File: config.mk
export PLATFORM = sky130hd
export DESIGN_NAME = vend_fsm_param
export DESIGN_NICKNAME = d
export VERILOG_FILES = /design/src/rtl/vend_fsm_param.sv
export SDC_FILE = /design/constraint.sdc
export NUM_CORES = 1
export LEC_CHECK = 0
export ABC_AREA = 1
export BUFFER_PORTS_ARGS = -buffer_cell sky130_fd_sc_hd__buf_2
export CAP_MARGIN = 25
export CORE_ASPECT_RATIO = 0.9
export CORE_MARGIN = 3
export CORE_UTILIZATION = 45
export DETAILED_ROUTE_END_ITERATION = 16
export MAX_ROUTING_LAYER = met4
export PLACE_DENSITY = 0.63
export SETUP_SLACK_MARGIN = 0.3
export SYNTH_ARGS = -nofsm -noshare
export SYNTH_HDL_FRONTEND = slang
export SYNTH_SLANG_ARGS = --single-unit
File: constraint.sdc
create_clock -name clk -period 3.1 [get_ports clk]
set_input_delay 0.155 -clock clk [delete_from_list [all_inputs] [get_ports clk]]
set_output_delay 0.155 -clock clk [all_outputs]
set_load 0.01 [all_outputs]
File: src/rtl/vend_fsm_param.sv
// Parametrised vending controller: nickel-unit credit, one-hot product vend, greedy one-coin-per-cycle change.
// Optional refund path is compiled in with `define REFUND_EN.
module vend_fsm_param #(
    parameter int NUM_PRODUCTS = 2,
    parameter int PRICE        = 9,
    parameter int MAX_CREDIT   = 20,
    parameter int CREDIT_W     = 5
) (
    input  logic                    clk,
    input  logic                    reset,
    input  logic                    coin_nickel,
    input  logic                    coin_dime,
    input  logic                    coin_quarter,
    input  logic [NUM_PRODUCTS-1:0] sel,
`ifdef REFUND_EN
    input  logic                    refund,
`endif
    output logic [NUM_PRODUCTS-1:0] vend_valid,
    output logic                    change_nickel,
    output logic                    change_dime,
    output logic                    change_quarter,
    output logic                    coin_reject,
    output logic [CREDIT_W-1:0]     credit,
    output logic                    busy
);

    typedef enum logic [1:0] {IDLE, CREDIT, VEND, CHANGE} state_t;

    localparam logic [CREDIT_W:0]   MAX_C   = (CREDIT_W+1)'(MAX_CREDIT);
    localparam logic [CREDIT_W-1:0] PRICE_C = CREDIT_W'(PRICE);

    // Greedy change step: returns {quarter, dime, nickel, remainder after this coin}.
    function automatic logic [CREDIT_W+2:0] change_step(input logic [CREDIT_W-1:0] rem);
        if (rem >= CREDIT_W'(5))
            return {3'b100, rem - CREDIT_W'(5)};
        else if (rem >= CREDIT_W'(2))
            return {3'b010, rem - CREDIT_W'(2)};
        else
            return {3'b001, rem - CREDIT_W'(1)};
    endfunction

    state_t                  state, state_n;
    logic [CREDIT_W-1:0]     remainder, remainder_n, credit_n;
    logic [NUM_PRODUCTS-1:0] vend_n;
    logic                    cn_n, cd_n, cq_n, reject_n, busy_n;

    logic                    any_coin, one_coin, sel_ok;
    logic [CREDIT_W:0]       coin_val, credit_sum;
    logic [CREDIT_W+2:0]     step_rem;

    assign any_coin   = coin_nickel | coin_dime | coin_quarter;
    assign one_coin   = ({1'b0, coin_nickel} + {1'b0, coin_dime} + {1'b0, coin_quarter}) == 2'd1;
    assign coin_val   = coin_quarter ? (CREDIT_W+1)'(5) :
                        coin_dime    ? (CREDIT_W+1)'(2) : (CREDIT_W+1)'(1);
    assign credit_sum = {1'b0, credit} + coin_val;
    // sel is judged against credit before this cycle's coin lands
    assign sel_ok     = $onehot(sel) && (credit >= PRICE_C);
    assign step_rem   = change_step(remainder);

`ifdef REFUND_EN
    logic [CREDIT_W+2:0] step_cr;
    assign step_cr = change_step(credit);
`endif

    always_comb begin
        state_n     = state;
        credit_n    = credit;
        remainder_n = remainder;
        vend_n      = '0;
        cq_n        = 1'b0;
        cd_n        = 1'b0;
        cn_n        = 1'b0;
        reject_n    = 1'b0;
        case (state)
            IDLE, CREDIT: begin
                if (sel_ok) begin
                    state_n     = VEND;
                    remainder_n = credit - PRICE_C;
                    credit_n    = '0;
                    vend_n      = sel;
                    reject_n    = any_coin;
`ifdef REFUND_EN
                end else if (state == CREDIT && refund) begin
                    // first change coin goes out in the cycle CHANGE is entered
                    state_n            = CHANGE;
                    credit_n           = '0;
                    {cq_n, cd_n, cn_n} = step_cr[CREDIT_W+2:CREDIT_W];
                    remainder_n        = step_cr[CREDIT_W-1:0];
                    reject_n           = any_coin;
`endif
                end else if (any_coin) begin
                    if (one_coin && credit_sum <= MAX_C) begin
                        credit_n = credit_sum[CREDIT_W-1:0];
                        state_n  = CREDIT;
                    end else begin
                        reject_n = 1'b1;
                    end
                end
            end
            VEND, CHANGE: begin
                reject_n = any_coin;
                if (remainder != '0) begin
                    state_n            = CHANGE;
                    {cq_n, cd_n, cn_n} = step_rem[CREDIT_W+2:CREDIT_W];
                    remainder_n        = step_rem[CREDIT_W-1:0];
                end else begin
                    state_n = IDLE;
                end
            end
            default: state_n = IDLE;
        endcase
        busy_n = (state_n == VEND) || (state_n == CHANGE);
    end

    always_ff @(posedge clk or posedge reset) begin
        if (reset) begin
            state          <= IDLE;
            credit         <= '0;
            remainder      <= '0;
            vend_valid     <= '0;
            change_quarter <= 1'b0;
            change_dime    <= 1'b0;
            change_nickel  <= 1'b0;
            coin_reject    <= 1'b0;
            busy           <= 1'b0;
        end else begin
            state          <= state_n;
            credit         <= credit_n;
            remainder      <= remainder_n;
            vend_valid     <= vend_n;
            change_quarter <= cq_n;
            change_dime    <= cd_n;
            change_nickel  <= cn_n;
            coin_reject    <= reject_n;
            busy           <= busy_n;
        end
    end

endmodule

==> results of run 1 <==
==> worst max-delay path by stage <==
stage,start,endpoint,slack (ns),cells past startpoint
after floorplan,credit[0],credit[4],1.22,12
after global placement,coin_dime,credit[3],1.13,16
after detailed placement,credit[0],credit[1],1.01,12
after CTS,credit[0],credit[0],0.99,12
after global routing,credit[0],credit[3],0.82,12
final,credit[0],credit[3],0.97,12
==> what timing repair did <==
action | 4_1_cts | 5_1_grt
endpoints found under the hold margin | 18 | 0
setup buffers | 0 | 0
hold buffers | 1 | 0
resized for setup | 0 | 0
==> per-stage QoR <==
| stage | total power [W] | instance area, sq um | util | setup slack [ns] |
|---|---|---|---|---|
| 3_3_place_gp | 0.00158 | 1590 | 0.515 | 1.13 |
| 5_1_grt | 0.00195 | 1640 | 0.530 | 0.817 |
| 6_report | 0.00174 | 1640 | 0.530 | 0.972 |
| 3_5_place_dp | 0.00160 | 1590 | 0.515 | 1.01 |
| 2_1_floorplan | 0.00135 | 1470 | - | 1.22 |
| 4_1_cts | 0.00175 | 1640 | 0.530 | 0.989 |
==> per-layer routing <==
layer | share of wire | vias up | global-route usage
met5 | 0 | - | -
met4 | 0.0033 | 0 | 0.0319
met3 | 0.057 | 2 | 0.0414
met2 | 0.44 | 39 | 0.260
met1 | 0.50 | 590 | 0.249
li1 | - | 677 | -
==> flip-flops by register name, summed over array words and instances, names as in the netlist <==
register and flops:
change_dime 1, remainder 5, busy 1, coin_reject 1, state 1, change_quarter 1, credit 5, vend_valid 2
change_nickel 1
==> power groups by stage <==
stage	Clock (W)	Combinational (W)	Sequential, W
floorplan	0	0.000904	0.000449
global placement	0	0.00110	0.000476
detailed placement	0	0.00112	0.000480
CTS	0.000149	0.00113	0.000474
global route	0.000160	0.00130	0.000491
finish	0.000144	0.00112	0.000475
==> synthesized netlist by cell type, types with 3 or more instances <==
cell type                 count  area share
sky130_fd_sc_hd__dfrtp_1     18        0.31
sky130_fd_sc_hd__o21ai_0      3       0.010
sky130_fd_sc_hd__nor2_2       3       0.013
sky130_fd_sc_hd__nand2_2      5       0.021
sky130_fd_sc_hd__o21ai_1      3       0.010
sky130_fd_sc_hd__xor2_1       4       0.024
sky130_fd_sc_hd__inv_1       24       0.061
sky130_fd_sc_hd__a21oi_1      4       0.014
sky130_fd_sc_hd__nand3_2      3       0.020
sky130_fd_sc_hd__inv_2        4       0.010
sky130_fd_sc_hd__nand3_1     18       0.061
sky130_fd_sc_hd__nor2_1      19       0.049
sky130_fd_sc_hd__ha_1        12        0.10
sky130_fd_sc_hd__nand2_1     65        0.17
==> final cells by class <==
class                      instances  area share
clock buffer                       4      0.0221
timing repair buffer              19      0.0611
tap                               42      0.0321
multi-input combinational        155       0.546
inverter                          28      0.0641
sequential                        18       0.275
==> cells by family after synthesis <==
| family | after synthesis | synth area share |
|---|---|---|
| compound gates | 16 | 0.0683 |
| xor+xnor | 6 | 0.0358 |
| fa+ha+maj | 14 | 0.130 |
| buf+inv | 30 | 0.0828 |
| flops | 18 | 0.307 |
| simple gates | 119 | 0.376 |
==> tightest hold or removal path: cells and delay by family <==
kind                   cells  cell delay, ns
buffers and inverters      2            0.16
and+or+nand+nor            1            0.03
==> flow_results.org, run 1 <==
** Run status
- Run status :: finished clean

** STA
- Worst Hold Margin :: 0.0905 ns
- Headroom to the max-slew limit came out at 0.563.
- Setup violation total in the final timing report :: 0
- Total negative slack for setup checks :: 0 ns
- The max-slew violation count is 0.
- Setup repair after global routing left no endpoint under its margin.
- The count of endpoints failing hold in the final timing report was 0.
- The worst path needs 2.13 ns of the cycle, external delays included.
- Largest clock skew in the final design :: 0.0113 ns
- Period utilization :: 0.687
- At the pin with the least slew margin, the transition time is 0.654 ns.
- Derived from the worst setup path, the maximum achievable clock frequency is 470 MHz.

** Hold path
- Min-Delay Path Depth :: 3
- The path with the worst hold slack has its endpoint at vend_valid[0].
- Type of the worst min-delay path :: primary input to flop
- Startpoint of the most critical hold path :: sel[0]

** CTS
- The tree is rooted in a sky130_fd_sc_hd__clkbuf_4.
- The clock passes through at most 2 buffers.
- Number of buffers created by CTS :: 3
- The clock drives 18 sinks.
- The later pin in the worst-skew pair is clocked with a latency of 0.29 ns.
- H-tree level count :: 1
- TritonCTS built the clock tree.
- Register clock-pin slew on the reported worst setup and hold paths :: 0.11 ns

** Logic synthesis
- The synthesized design contains 0 enable-type register cells.
- Counting every instance in the synthesized netlist gives 203.
- Cell Area, Synth :: 1470 sq um
- Register area share after synthesis :: 0.307
- Fraction of synthesis flops using an asynchronous set or reset pin :: 1.00
- Post-synthesis cell type count :: 29
- Average footprint of a synthesized cell :: 7.22 sq um
- Most instantiated flip-flop cell in the synthesis netlist :: sky130_fd_sc_hd__dfrtp_1
- When the netlist entered floorplanning its net count stood at 224.
- Number of register bits inferred by synthesis :: 18
- For this run, the number of Yosys warnings is 0.

** Global routing
- For this run the aggregate overflow at the end of global routing stands at 0.
- The via count of the first global-routing pass was 1196.
- First-pass GRT wire length :: 5270 um
- The initial antenna violation count was 0.
- For this run, the total global-route usage over all layers was measured as 0.177.
- Pin count of the biggest net entering global routing :: 19

** Floorplan
- Placeable Area :: 3090 sq um
- 19 I/O pins were placed.
- Full die area :: 3980 sq um
- Starting density of the core :: 0.474
- Core Rows :: 19
- Horiz. Die Dim :: 66.2 um
- The die is 60.2 um tall.

** Finish
- Layout cells sized above 1 :: 0.192
- Across the whole layout, storage elements account for 450 sq um.
- The top cell types in the final layout, fill and taps aside, are sky130_fd_sc_hd__nand2_1, sky130_fd_sc_hd__inv_1, sky130_fd_sc_hd__nor2_1.
- Layout Area Growth over Synthesis :: 11.8%
- Area of combinational cells with multiple inputs :: 895 sq um
- The finished layout holds 266 standard cells, fillers aside.
- Nets@finish :: 246
- Most frequent standard cell in the layout excluding fill and tap cells :: sky130_fd_sc_hd__nand2_1
- Counting the fill cells in the layout gives 311.
- Antenna Diode Count :: 0

** Power
- In this run the power density over the cells is 1060 nW/um^2.
- Internal power comes to 0.000828 W.
- Of the total power, the share spent switching nets is 0.523.
- Switching power of the nets :: 0.000908 W
- Standby leakage power :: 0.901 nW
- Of the total power, combinational logic draws 0.644.
- Across the VDD grid, the largest voltage drop is 499 uV.
- Of the total power, the clock network draws 0.083.
- Of the total power, registers draw 0.274.

** Worst setup path
- Data arrives at the worst endpoint at 2.36 ns.
- In this design, the stage delay of the slowest critical-path cell is 0.46 ns.
- Worst EP required :: 3.33 ns
- Together, buffers and inverters on the worst path number 1.
- Capture instance of the worst register-to-register path :: credit[3]
- Along the worst path, the maximum fanout reaches 6.
- Among cell families on the critical path, the largest total delay comes from simple AND/OR/NAND/NOR gates.
- Counting stages on the worst path, the most repeated cell is sky130_fd_sc_hd__nand2_1.
- Cell-by-cell listing of the critical path :: ha_1, inv_1, fa_1, o21ai_1, nand2_1, nand2_1, nand2_1, nand2_2, nand3_2, nand2_2, nand2_1, nand2_1
- The setup check on the worst reg-to-reg path leaves a slack of 0.97 ns.
- The worst register-to-register path has a depth of 12.
- The startpoint identified for the worst register-to-register timing path is credit[0].
- Setup crit end kind :: flop
- Startpoint-to-endpoint class of the critical path :: flop to flop
- Kind of start point of the critical path :: flop
- The slowest stage of the critical path belongs to the cell sky130_fd_sc_hd__dfrtp_1.

** Place
- Half-perimeter wire length after placement :: 2460 um
- I/O Buffers :: 18
- After detailed placement, the design holds a cell count of 261.
- At the end of routability-driven placement, the weighted congestion stood at 0.844.

** Flow run
- Number of max-capacitance violations reported :: 0

** Route
- Using the TritonRoute via totals, the vias-per-cell ratio works out to 4.92.
- Count of routing violations after the opening detailed-route iteration :: 67
- Final wirelength :: 3070 um
- Post-route DRC violation count :: 0
- The first detailed-routing pass took 4 iterations.
- Number of routed nets with antenna violations :: 0
- Detail-routed net length per standard cell :: 11.5 um
- Via count :: 1308
No activity file was read; power rests on OpenSTA's default activity.
==> run 2, diff against run 1 <==
--- a/config.mk
+++ b/config.mk
@@ -13,7 +13,7 @@
 export CORE_UTILIZATION = 45
 export DETAILED_ROUTE_END_ITERATION = 16
 export MAX_ROUTING_LAYER = met4
-export PLACE_DENSITY = 0.63
+export PLACE_DENSITY = 0.65
 export SETUP_SLACK_MARGIN = 0.3
 export SYNTH_ARGS = -nofsm -noshare
 export SYNTH_HDL_FRONTEND = slang
==> constraint.sdc (replaced) <==
create_clock -name clk -period 1.8 [get_ports clk]
set_input_delay 0.09 -clock clk [delete_from_list [all_inputs] [get_ports clk]]
set_output_delay 0.09 -clock clk [all_outputs]
set_load 0.01 [all_outputs]
==> run 2 against run 1 <==
Effect of this change:
- sequential share of layout area down 4.4 points
- clock power is 47% higher
- fmax up 22%
- routed wire length increased by 9.3%
- die area unchanged
- critical path type unchanged
- critical endpoint is now credit[2]
- highest routed layer unchanged
==> flow_results.org, run 2 (same netlist as run 1, synthesis figures left out) <==
** Run status
- Run status :: finished clean

** Worst setup path
- Worst Path Max Fanout :: 6
- Most frequent cell on the critical path :: sky130_fd_sc_hd__nand2_1
- The slowest stage of the critical path is the sky130_fd_sc_hd__dfrtp_2 cell.
- Traced cell by cell, the critical path runs through ha_4, inv_2, fa_2, o21ai_2, nand2_1, nand2_1, nand2_2, nand2_2, nand3_4, nand2_4, nand2_1, nand2_1.
- Setup crit end kind :: flop
- STA puts the critical path data required time at 2.04 ns.
- Data arrival, critical path :: 1.98 ns
- Among cell families on the critical path, the largest total delay comes from simple AND/OR/NAND/NOR gates.
- STA classifies the critical path startpoint as a flop.
- The critical path is of the flop to flop type.
- Maximum single-stage delay on the critical path :: 0.40 ns
- Worst path buffer plus inverter count :: 1

** Floorplan
- Full die area :: 3980 sq um
- Measured along the y axis, the die boundary spans 60.2 um.
- Horiz. Die Dim :: 66.2 um
- Starting density of the core :: 0.474
- Placeable Area :: 3090 sq um
- Row generation in the floorplan step produced 19 rows.
- 19 I/O pins were placed.

** Finish
- Of the cells placed in the final design, the portion with a size suffix greater than 1 is 0.377.
- Final instance area :: 1970 sq um
- Commonest non-fill, non-tap cells in the layout :: sky130_fd_sc_hd__nand2_1, sky130_fd_sc_hd__inv_1, sky130_fd_sc_hd__buf_2
- The filler cells instantiated in the layout total 267.
- In the final layout, the registers with the most flip-flops are credit (5), remainder (5), vend_valid (2).
- From synthesis to final layout, the design area changed by 34.1%.
- Most frequent standard cell in the layout excluding fill and tap cells :: sky130_fd_sc_hd__nand2_1
- For this run, the number of standard cells in the final layout without fillers is 286.
- The final layout contains 266 nets.
- 0 antenna diodes ended up in the layout.

** Route
- Using the TritonRoute via totals, the vias-per-cell ratio works out to 4.86.
- Via count :: 1391
- In this run the remaining antenna-violating nets after routing total 0.
- After the first detailed-routing iteration, the DRC count stood at 62.
- Before antenna repair, the detailed router went through 4 iterations.
- Detail-routed net length per standard cell :: 11.7 um
- The final layout contains routed wiring with a total length of 3350 um.
- Post-route DRC violation count :: 0

** STA
- Count of final max-slew check failures :: 0
- Worst-case headroom to the max-slew limit :: 0.523
- Setup violation total in the final timing report :: 0
- Largest clock skew in the final design :: 0.0136 ns
- Worst Hold Margin :: 0.0193 ns
- Setup repair after global routing could not meet its margin everywhere.
- For the final routed database, the setup TNS stands at 0 ns.
- Clock period minus worst slack :: 1.74 ns
- Setup slack on the critical path of the routed design comes to 0.0623 ns.
- The count of endpoints failing hold in the final timing report was 0.
- Period utilization :: 0.965
- At the pin with the least slew margin, the transition time is 0.715 ns.
- Derived from the worst setup path, the maximum achievable clock frequency is 575 MHz.

** Place
- The count of buffers added on input and output ports is 18.
- Cell total after placement :: 271
- Pre-CTS WS :: -0.0133 ns
- In this run the cell area measured after placement is 1700 sq um.
- Routability-driven placement congestion ratio :: 0.856
- Half-perimeter wire length after placement :: 2480 um

** CTS
- CTS Root Buffer Type :: sky130_fd_sc_hd__clkbuf_4
- Clock tree sinks :: 18
- Buffer levels on the longest clock path :: 2
- After clock tree synthesis, the clock-pin slew on the worst setup and hold paths is 0.11 ns.
- TritonCTS clock tree :: done
- CTS built an H-tree with a depth of 1.
- Number of buffers created by CTS :: 3
- Worst-Skew Late Latency :: 0.30 ns

** Global routing
- All-layer global routing usage :: 0.178
- The via count of the first global-routing pass is 1240.
- The initial antenna violation count is 0.
- Entering global routing, the biggest net connects 19 pins.
- Global routing finished with a remaining overflow of 0.
- First-pass GRT wire length :: 5500 um

** Power
- Summed over all cells, the static leakage comes to 1.00 nW.
- PwrDens :: 1860 nW/um^2
- Worst IR Drop VDD :: 1080 uV

** Hold path
- Type of the worst min-delay path :: primary input to flop

** Flow run
- Max-cap violations in this run came to 0.
run 2: cell count changes in the layout (fill, tap and decap cells not counted), sizes merged:
cell    delta
clkinv     +1
inv        -1
buf       +20
run 2: final cells by class:
class / instances / area [sq um] / area share
clock buffer: 4 / 26.3 / 0.0134
inverter: 28 / 115 / 0.0585
multi-input combinational: 155 / 1060 / 0.538
sequential: 18 / 454 / 0.231
tap: 42 / 52.6 / 0.0267
timing repair buffer: 39 / 262 / 0.133
run 2: layer usage:
metal | routed length, um | track usage
met5 | 0 | -
met4 | 14 | 0.00870
met3 | 174 | 0.0414
met2 | 1460 | 0.267
met1 | 1710 | 0.257
run 2: what timing repair did:
action	in CTS	in global routing
hold endpoints to repair	18	0
gates resized for setup	20	22
pin swaps	8	5
setup endpoints to repair	13	13
hold buffers	1	0
buffers inserted	9	1
run 2: stage by stage:
| step | utilization | total power (W) |
|---|---|---|
| after floorplan | - | 0.00238 |
| after global placement | 0.550 | 0.00291 |
| after detailed placement | 0.550 | 0.00293 |
| after CTS | 0.606 | 0.00342 |
| after global routing | 0.636 | 0.00401 |
| final | 0.636 | 0.00366 |
run 2: tightest hold or removal path, stage by stage:
cell                     delay, ns
sky130_fd_sc_hd__buf_2        0.11
sky130_fd_sc_hd__inv_1        0.04
sky130_fd_sc_hd__nor2_1       0.03
run 2: worst paths after layout:
path / slack, ns / start / to / cells past startpoint
max: 0.06 / credit[0] / credit[2] / 12
max in group asynchronous: 0.87 / reset / remainder[1] / 3
min: 0.02 / sel[1] / vend_valid[1] / 3
min reg2reg: 0.57 / credit[1] / credit[1] / 2
max reg2reg: 0.06 / credit[0] / credit[2] / 12
min in group asynchronous: 0.44 / reset / remainder[0] / 3
run 2: where the power goes:
part           internal, W  leakage (nW)  switching (W)
Sequential        0.000579         0.220       0.000187
Combinational      0.00112         0.768        0.00156
Clock            0.0000861        0.0150       0.000126
